===== src/rtl/vector_control_sequencer.sv =====
`default_nettype none
// ============================================================================
// Module      : vector_control_sequencer
// Description : Decode-stage control unit with E/M/WB control pipeline.
//               Vector ALU ops are split into VLEN/LANES lane-beats; decode
//               is back-pressured while the beats are being issued.
//               Optional macro VCS_PERF_COUNTERS_EN builds the retired-
//               instruction and decode-stall performance counters.
// Revision    : 1.0 - initial release
// ============================================================================
module vector_control_sequencer #(
    parameter int OPCODE_WIDTH = 4,
    parameter int VLEN         = 4,
    parameter int LANES        = 2,
    parameter int BEAT_W       = (VLEN > 1) ? $clog2(VLEN) : 1
) (
    input  logic                    clk,
    input  logic                    rst,
    input  logic [OPCODE_WIDTH-1:0] opcodeD,
    input  logic                    validD,
    input  logic                    stallIn,
    input  logic                    flushE,
    output logic                    stallD,
    output logic [2:0]              aluControlE,
    output logic                    useInmediateE,
    output logic                    isScalarInstructionE,
    output logic                    isVectorScalarOperationE,
    output logic [BEAT_W-1:0]       laneBaseE,
    output logic                    writeToMemoryEnableM,
    output logic                    outFlagM,
    output logic                    resultSelectorWB,
    output logic                    writeEnableScalarWB,
    output logic                    writeEnableVectorWB,
    output logic [BEAT_W-1:0]       laneBaseWB,
    output logic [15:0]             perfInstrCount,
    output logic [15:0]             perfStallCount
);

    localparam int              c_BEATS     = VLEN / LANES;
    localparam bit              c_MULTI     = (c_BEATS > 1);
    localparam logic [BEAT_W-1:0] c_LANES_W = BEAT_W'(LANES);
    localparam logic [BEAT_W-1:0] c_LAST_BASE = BEAT_W'(VLEN - LANES);

    // Configuration sanity checks, resolved at elaboration.
    if ((VLEN % LANES) != 0) begin : g_bad_lanes
        $error("vector_control_sequencer: VLEN must be a multiple of LANES");
    end
    if (OPCODE_WIDTH < 4) begin : g_bad_opw
        $error("vector_control_sequencer: OPCODE_WIDTH must be at least 4");
    end

    // Control bundle carried from decode into the execute stage.
    typedef struct packed {
        logic [2:0] alu;
        logic       imm;
        logic       scal;
        logic       vs;
        logic       memw;
        logic       outf;
        logic       ressel;
        logic       wes;
        logic       wev;
    } ctrl_t;

    typedef enum logic [0:0] {
        S_IDLE = 1'b0,
        S_SEQ  = 1'b1
    } state_t;

    state_t              r_state;
    state_t              w_stateNext;

    logic [3:0]          w_op;
    ctrl_t               w_dec;
    logic                w_decVec;

    ctrl_t               w_issue;
    logic [BEAT_W-1:0]   w_issueBase;
    logic                w_latch;
    logic [BEAT_W-1:0]   w_baseNext;

    ctrl_t               r_held;
    logic [BEAT_W-1:0]   r_nextBase;

    ctrl_t               r_ctrlE;
    logic [BEAT_W-1:0]   r_baseE;

    logic                r_memwM;
    logic                r_outfM;
    logic                r_resselM;
    logic                r_wesM;
    logic                r_wevM;
    logic [BEAT_W-1:0]   r_baseM;

    logic                r_resselWB;
    logic                r_wesWB;
    logic                r_wevWB;
    logic [BEAT_W-1:0]   r_baseWB;

    assign w_op = opcodeD[3:0];

    // Opcode decode; a bubble decodes as NOP.
    always_comb begin
        w_dec    = '0;
        w_decVec = 1'b0;
        if (validD) begin
            case (w_op)
                4'b0001: begin w_dec.alu = 3'b110; w_dec.scal = 1'b1; w_dec.memw = 1'b1; end
                4'b0010: begin
                    w_dec.alu    = 3'b110;
                    w_dec.scal   = 1'b1;
                    w_dec.ressel = 1'b1;
                    w_dec.wev    = 1'b1;
                end
                4'b0011: begin
                    w_dec.alu  = 3'b111;
                    w_dec.scal = 1'b1;
                    w_dec.imm  = 1'b1;
                    w_dec.wes  = 1'b1;
                end
                4'b0100: begin
                    w_dec.alu    = 3'b110;
                    w_dec.scal   = 1'b1;
                    w_dec.ressel = 1'b1;
                    w_dec.outf   = 1'b1;
                end
                4'b0101: begin w_dec.alu = 3'b000; w_dec.scal = 1'b1; w_dec.wes = 1'b1; end
                4'b0110: begin w_dec.alu = 3'b001; w_dec.scal = 1'b1; w_dec.wes = 1'b1; end
                4'b0111: begin w_dec.alu = 3'b000; w_dec.wev = 1'b1; w_decVec = 1'b1; end
                4'b1000: begin w_dec.alu = 3'b001; w_dec.wev = 1'b1; w_decVec = 1'b1; end
                4'b1001: begin w_dec.alu = 3'b011; w_dec.wev = 1'b1; w_decVec = 1'b1; end
                4'b1010: begin
                    w_dec.alu = 3'b010;
                    w_dec.wev = 1'b1;
                    w_dec.vs  = 1'b1;
                    w_dec.imm = 1'b1;
                    w_decVec  = 1'b1;
                end
                4'b1011: begin w_dec.alu = 3'b001; w_dec.scal = 1'b1; end
                4'b1100, 4'b1101, 4'b1110: begin
                    w_dec.alu  = 3'b111;
                    w_dec.scal = 1'b1;
                    w_dec.imm  = 1'b1;
                end
                default: w_dec = '0;
            endcase
        end
    end

    // Sequencer next state and the bundle/lane base issued into E.
    always_comb begin
        w_stateNext = r_state;
        w_issue     = w_dec;
        w_issueBase = '0;
        w_latch     = 1'b0;
        w_baseNext  = r_nextBase;
        case (r_state)
            S_IDLE: begin
                if (w_decVec && c_MULTI) begin
                    w_latch     = 1'b1;
                    w_stateNext = S_SEQ;
                    w_baseNext  = c_LANES_W;
                end
            end
            S_SEQ: begin
                w_issue     = r_held;
                w_issueBase = r_nextBase;
                if (r_nextBase == c_LAST_BASE) begin
                    w_stateNext = S_IDLE;
                end else begin
                    w_baseNext = r_nextBase + c_LANES_W;
                end
            end
            default: w_stateNext = S_IDLE;
        endcase
        // A flush aborts any sequence in progress, even under a stall.
        if (flushE) begin
            w_stateNext = S_IDLE;
        end
    end

    // Sequencer state register; frozen by a stall unless flushed.
    always_ff @(posedge clk or posedge rst) begin
        if (rst) begin
            r_state <= S_IDLE;
        end else if (flushE || !stallIn) begin
            r_state <= w_stateNext;
        end
    end

    // Latched vector bundle and lane base of the next beat.
    always_ff @(posedge clk or posedge rst) begin
        if (rst) begin
            r_held     <= '0;
            r_nextBase <= '0;
        end else if (!stallIn && !flushE) begin
            if (w_latch) begin
                r_held <= w_dec;
            end
            r_nextBase <= w_baseNext;
        end
    end

    // Execute stage: flush clears it to NOP, stall holds it.
    always_ff @(posedge clk or posedge rst) begin
        if (rst) begin
            r_ctrlE <= '0;
            r_baseE <= '0;
        end else if (flushE) begin
            r_ctrlE <= '0;
            r_baseE <= '0;
        end else if (!stallIn) begin
            r_ctrlE <= w_issue;
            r_baseE <= w_issueBase;
        end
    end

    // Memory and writeback stages advance together when not stalled.
    always_ff @(posedge clk or posedge rst) begin
        if (rst) begin
            r_memwM    <= 1'b0;
            r_outfM    <= 1'b0;
            r_resselM  <= 1'b0;
            r_wesM     <= 1'b0;
            r_wevM     <= 1'b0;
            r_baseM    <= '0;
            r_resselWB <= 1'b0;
            r_wesWB    <= 1'b0;
            r_wevWB    <= 1'b0;
            r_baseWB   <= '0;
        end else if (!stallIn) begin
            r_memwM    <= r_ctrlE.memw;
            r_outfM    <= r_ctrlE.outf;
            r_resselM  <= r_ctrlE.ressel;
            r_wesM     <= r_ctrlE.wes;
            r_wevM     <= r_ctrlE.wev;
            r_baseM    <= r_baseE;
            r_resselWB <= r_resselM;
            r_wesWB    <= r_wesM;
            r_wevWB    <= r_wevM;
            r_baseWB   <= r_baseM;
        end
    end

    assign stallD                   = stallIn | (r_state == S_SEQ);
    assign aluControlE              = r_ctrlE.alu;
    assign useInmediateE            = r_ctrlE.imm;
    assign isScalarInstructionE     = r_ctrlE.scal;
    assign isVectorScalarOperationE = r_ctrlE.vs;
    assign laneBaseE                = r_baseE;
    assign writeToMemoryEnableM     = r_memwM;
    assign outFlagM                 = r_outfM;
    assign resultSelectorWB         = r_resselWB;
    assign writeEnableScalarWB      = r_wesWB;
    assign writeEnableVectorWB      = r_wevWB;
    assign laneBaseWB               = r_baseWB;

`ifdef VCS_PERF_COUNTERS_EN
    // An issued slot retires only if it is a real instruction's final beat.
    logic        w_issueRetire;
    logic        r_retE;
    logic        r_retM;
    logic [15:0] r_perfInstr;
    logic [15:0] r_perfStall;

    assign w_issueRetire = (r_state == S_IDLE) ? (validD && !(w_decVec && c_MULTI))
                                               : (r_nextBase == c_LAST_BASE);

    // Retire marker travels alongside the control bundle.
    always_ff @(posedge clk or posedge rst) begin
        if (rst) begin
            r_retE <= 1'b0;
            r_retM <= 1'b0;
        end else begin
            if (flushE) begin
                r_retE <= 1'b0;
            end else if (!stallIn) begin
                r_retE <= w_issueRetire;
            end
            if (!stallIn) begin
                r_retM <= r_retE;
            end
        end
    end

    // Wrapping counters: retirements into WB and decode-stall cycles.
    always_ff @(posedge clk or posedge rst) begin
        if (rst) begin
            r_perfInstr <= 16'h0;
            r_perfStall <= 16'h0;
        end else begin
            if (!stallIn && r_retM) begin
                r_perfInstr <= r_perfInstr + 16'd1;
            end
            if (stallD) begin
                r_perfStall <= r_perfStall + 16'd1;
            end
        end
    end

    assign perfInstrCount = r_perfInstr;
    assign perfStallCount = r_perfStall;
`else
    assign perfInstrCount = 16'h0;
    assign perfStallCount = 16'h0;
`endif

endmodule
`default_nettype wire


===== config.mk =====
export PLATFORM = sky130hd
export DESIGN_NAME = vector_control_sequencer
export DESIGN_NICKNAME = d
export VERILOG_FILES = /design/src/rtl/vector_control_sequencer.sv
export SDC_FILE = /design/constraint.sdc
export NUM_CORES = 1
export LEC_CHECK = 0
export BUFFER_PORTS_ARGS = -buffer_cell sky130_fd_sc_hd__buf_2
export CORE_ASPECT_RATIO = 1.5
export CORE_MARGIN = 2
export CORE_UTILIZATION = 45
export CTS_CLUSTER_SIZE = 16
export DETAILED_ROUTE_END_ITERATION = 10
export MAX_ROUTING_LAYER = met4
export PLACE_DENSITY_LB_ADDON = 0.3
export SYNTH_ARGS = -nofsm -noshare
export SYNTH_HDL_FRONTEND = slang
export SYNTH_SLANG_ARGS = --single-unit

===== constraint.sdc =====
create_clock -name clk -period 1.7 [get_ports clk]
set_input_delay 0.085 -clock clk [delete_from_list [all_inputs] [get_ports clk]]
set_output_delay 0.085 -clock clk [all_outputs]
set_load 0.05 [all_outputs]

==> out/metrics.csv <==
stage;metric;value;unit
outcome;status;finished, final reports clean;
global_routing;GRT busiest layer;met2;
logic_synthesis;Post-synth EDFFs;0;
worst_setup_path;critical path class;register to primary output;
pwr;part of the power in registers;0.470;
cts;clock tree from TritonCTS;built;
drt;vias per inst;5.00;
pwr;Peak VDD IR;0.000574;V
cells_and_area;final instance area;0.00219;sq mm
sta;Final Hold Viols;0;
global_routing;total global routing overflow;0;
cells_and_area;area delta synth->final;4.28;%
drt;antenna viol nets, final;0;
cts;setup bufs post-CTS;0;
global_routing;initial antenna violation count;0;
worst_setup_path;Setup crit end kind;primary output;
worst_setup_path;CP max stage cell;dfrtp_1;
worst_setup_path;RR Endpoint;isScalarInstructionE$_DFFE_PP0P_;
worst_setup_path;r2r startpoint;r_state$_DFFE_PP0P_;
worst_setup_path;Worst EP arrival;1.53;ns
placed_design;Placement Cell Area;0.00209;sq mm
logic_synthesis;post-synthesis sequential area ratio;0.452;
placed_design;Port Buffers;24;
pwr;Net Sw Frac;0.335;
logic_synthesis;Mean Syn Cell Area;10.4;sq um
cts;cts repair resizes;0;
worst_setup_path;CP required;1.62;ns
worst_setup_path;Worst Setup EP;stallD;
placed_design;gp weighted congestion;0.851;
pwr;Logic pwr share;0.218;
cells_and_area;# diodes;0;
worst_setup_path;CP Cell Sequence;buf_4 -> nor2_1 -> inv_1 -> buf_2;
cts;CTS sink cnt;38;
logic_synthesis;Yosys warnings;0;
logic_synthesis;Mapped Area;0.00210;sq mm
global_routing;met2 GRT Util;0.277;
run;Max-Cap Viols;0;
worst_hold_path;HP Class;input pin to register;
floorplanning;core box area;0.00450;sq mm
pwr;Leak Pwr;1.12;nW
sta;fmax;621;MHz
global_routing;largest net degree at the start of global routing;39;
drt;via count;1349;
cts;H-tree depth;2;
pwr;Int Power;1.38;mW
pwr;sw power;693;uW
global_routing;met3 Resource Use GR;0.0281;
cells_and_area;nets;230;
logic_synthesis;Gate Count Post-Synth;203;
worst_setup_path;FF-to-FF setup slack;0.11;ns
worst_setup_path;Critical Path Fanout Max;12;
logic_synthesis;synthesis-stage register bit count;38;
drt;1st-iter DRT viols;42;
sta;period utilization;0.947;
sta;final slew viol count;0;
cts;number of CTS-inserted buffers;5;
drt;Total Routed Length;3880;um
sta;clock skew;0.0102;ns
drt;Initial DRT Pass Iterations;4;
worst_setup_path;CP startpoint;r_state$_DFFE_PP0P_;
floorplanning;Starting Density;0.467;
logic_synthesis;async set-reset flop share out of synthesis;1.00;
global_routing;first-pass GRT wire length;6370;um
worst_setup_path;CP Launch Type;register;
global_routing;global-route usage over all layers;0.173;
drt;DRC Markers;0;
sta;RSZ-0062 raised after global routing;false;
floorplanning;Top Ports;57;
worst_setup_path;worst reg2reg path depth;5;
pwr;Clock Power Share;0.312;
sta;final setup TNS;0;ns
floorplanning;full die area;0.00525;sq mm
sta;min Tclk post-route;1.61;ns
logic_synthesis;Main synth FF type;dfrtp_1;
cts;Root Buffer;clkbuf_8;
sta;# setup viols final;0;
cts;Longest Clk Path Bufs;2;
cells_and_area;layout cells sized above 1;0.257;
global_routing;met1 Use GR;0.210;
cells_and_area;commonest non-fill, non-tap cell in the layout;dfrtp_1;
worst_setup_path;slowest cell delay on critical path;0.45;ns
worst_hold_path;hold depth;3;
floorplanning;row count;30;
cells_and_area;most frequent cells in the layout;38 x dfrtp_1, 32 x conb_1, 24 x buf_2, 12 x inv_1;
floorplanning;Die Wd;59.8;um
global_routing;vias in the first global route;1277;
cts;clk_lat worst skew;0.29;ns
drt;WL per Instance;14.4;um
pwr;Pwr Density;944;mW/mm^2
floorplanning;height of the die;87.7;um
logic_synthesis;Netlist cell types;46;
cts;Reg clk slew, reported paths;0.08;ns
placed_design;Final HPWL DP;2780;um
-- state kept, by name (all words and copies together), names as in the netlist, 2 cells and up --
register     flops
r_baseM          2
r_ctrlE          5
aluControlE      3
laneBaseWB       2
laneBaseE        2
r_held          11
-- worst min-delay path by stage --
| stage | startpoint | to | slack (ns) |
|---|---|---|---|
| finish | flushE | aluControlE[1]$_DFFE_PP0P_ | 0.21 |
| global route | validD | aluControlE[0]$_DFFE_PP0P_ | 0.22 |
| CTS | flushE | aluControlE[1]$_DFFE_PP0P_ | 0.21 |
| detailed placement | rst | laneBaseWB[0]$_DFFE_PP0N_ | 0.24 |
| global placement | rst | laneBaseWB[0]$_DFFE_PP0N_ | 0.21 |
| floorplan | flushE | aluControlE[2]$_DFFE_PP0P_ | 0.17 |
-- cell families (layout without fill, tap and decap cells) --
kind of cell,Yosys count,count (layout),share of synthesized area
buffers and inverters,61,49,0.184
AND/OR/NAND/NOR,46,46,0.125
AO/OA/AOI/OAI,40,40,0.146
flip-flops,38,38,0.452
multiplexers,15,15,0.0833
XOR/XNOR,2,2,0.00833
other,1,32,0.00178
-- power by group through the flow --
stage | Combinational, mW | Sequential, mW | Clock, mW
2_1_floorplan | 0.414 | 1.03 | 0
3_5_place_dp | 0.451 | 0.992 | 0
6_report | 0.451 | 0.974 | 0.647
3_3_place_gp | 0.448 | 0.990 | 0
5_1_grt | 0.486 | 0.980 | 0.706
4_1_cts | 0.453 | 0.973 | 0.665
-- synth_stat cells (2+ instances only) --
library cell | number | area [sq um]
dfrtp_1 | 38 | 951
buf_4 | 36 | 270
inv_1 | 12 | 45.0
a21oi_1 | 10 | 50.1
mux2_2 | 10 | 113
nor2_1 | 10 | 37.5
nand2_1 | 8 | 30.0
and2_1 | 6 | 37.5
buf_2 | 6 | 30.0
clkbuf_1 | 5 | 18.8
o21ai_0 | 5 | 25.0
mux2i_1 | 4 | 40.0
nand2b_1 | 4 | 25.0
nor2b_1 | 4 | 25.0
a221oi_1 | 3 | 26.3
nor3_1 | 3 | 15.0
o31ai_1 | 3 | 22.5
a211oi_1 | 2 | 15.0
a21bo_2 | 2 | 20.0
a221oi_2 | 2 | 30.0
a22oi_1 | 2 | 15.0
a311o_1 | 2 | 20.0
buf_6 | 2 | 22.5
nand3b_1 | 2 | 15.0
-- what timing repair did --
action / in CTS / in global routing
setup endpoints to repair: 0 / 0
endpoints found under the hold margin: 38 / 0
hold buffers: 1 / 0
-- cell type report --
class / instances / area [sq um]
Tap cell: 48 / 60.1
Sequential cell: 38 / 951
Clock inverter: 2 / 12.5
Inverter: 12 / 45.0
Fill cell: 458 / 2310
Clock buffer: 6 / 82.6
Multi-Input combinational cell: 135 / 882
Timing Repair Buffer: 29 / 160
-- routing by layer --
layer | vias up | wire length (um)
met5 | - | 0
met4 | 0 | 84
met3 | 5 | 170
met2 | 46 | 1970
met1 | 638 | 1660
li1 | 660 | -
-- stage by stage --
| step | hold WS, ns | setup slack [ns] | instances | power, mW | utilization |
|---|---|---|---|---|---|
| 6_report | 0.212 | 0.0900 | 270 | 2.07 | 0.487 |
| 5_1_grt | 0.221 | 0.0130 | 270 | 2.17 | 0.487 |
| 4_1_cts | 0.209 | 0.0854 | 270 | 2.09 | 0.487 |
| 3_5_place_dp | 0.238 | 0.136 | 261 | 1.44 | 0.464 |
| 3_3_place_gp | 0.215 | 0.122 | 261 | 1.44 | 0.464 |
| 2_1_floorplan | 0.169 | 0.308 | 234 | 1.44 | - |
-- critical path: cells and delay by family (launching register included) --
kind | cells | cell delay, ns
flip-flops | 1 | 0.45
buffers and inverters | 3 | 0.50
AND/OR/NAND/NOR | 1 | 0.29
Note: power is estimated with default switching activity, not from simulation.
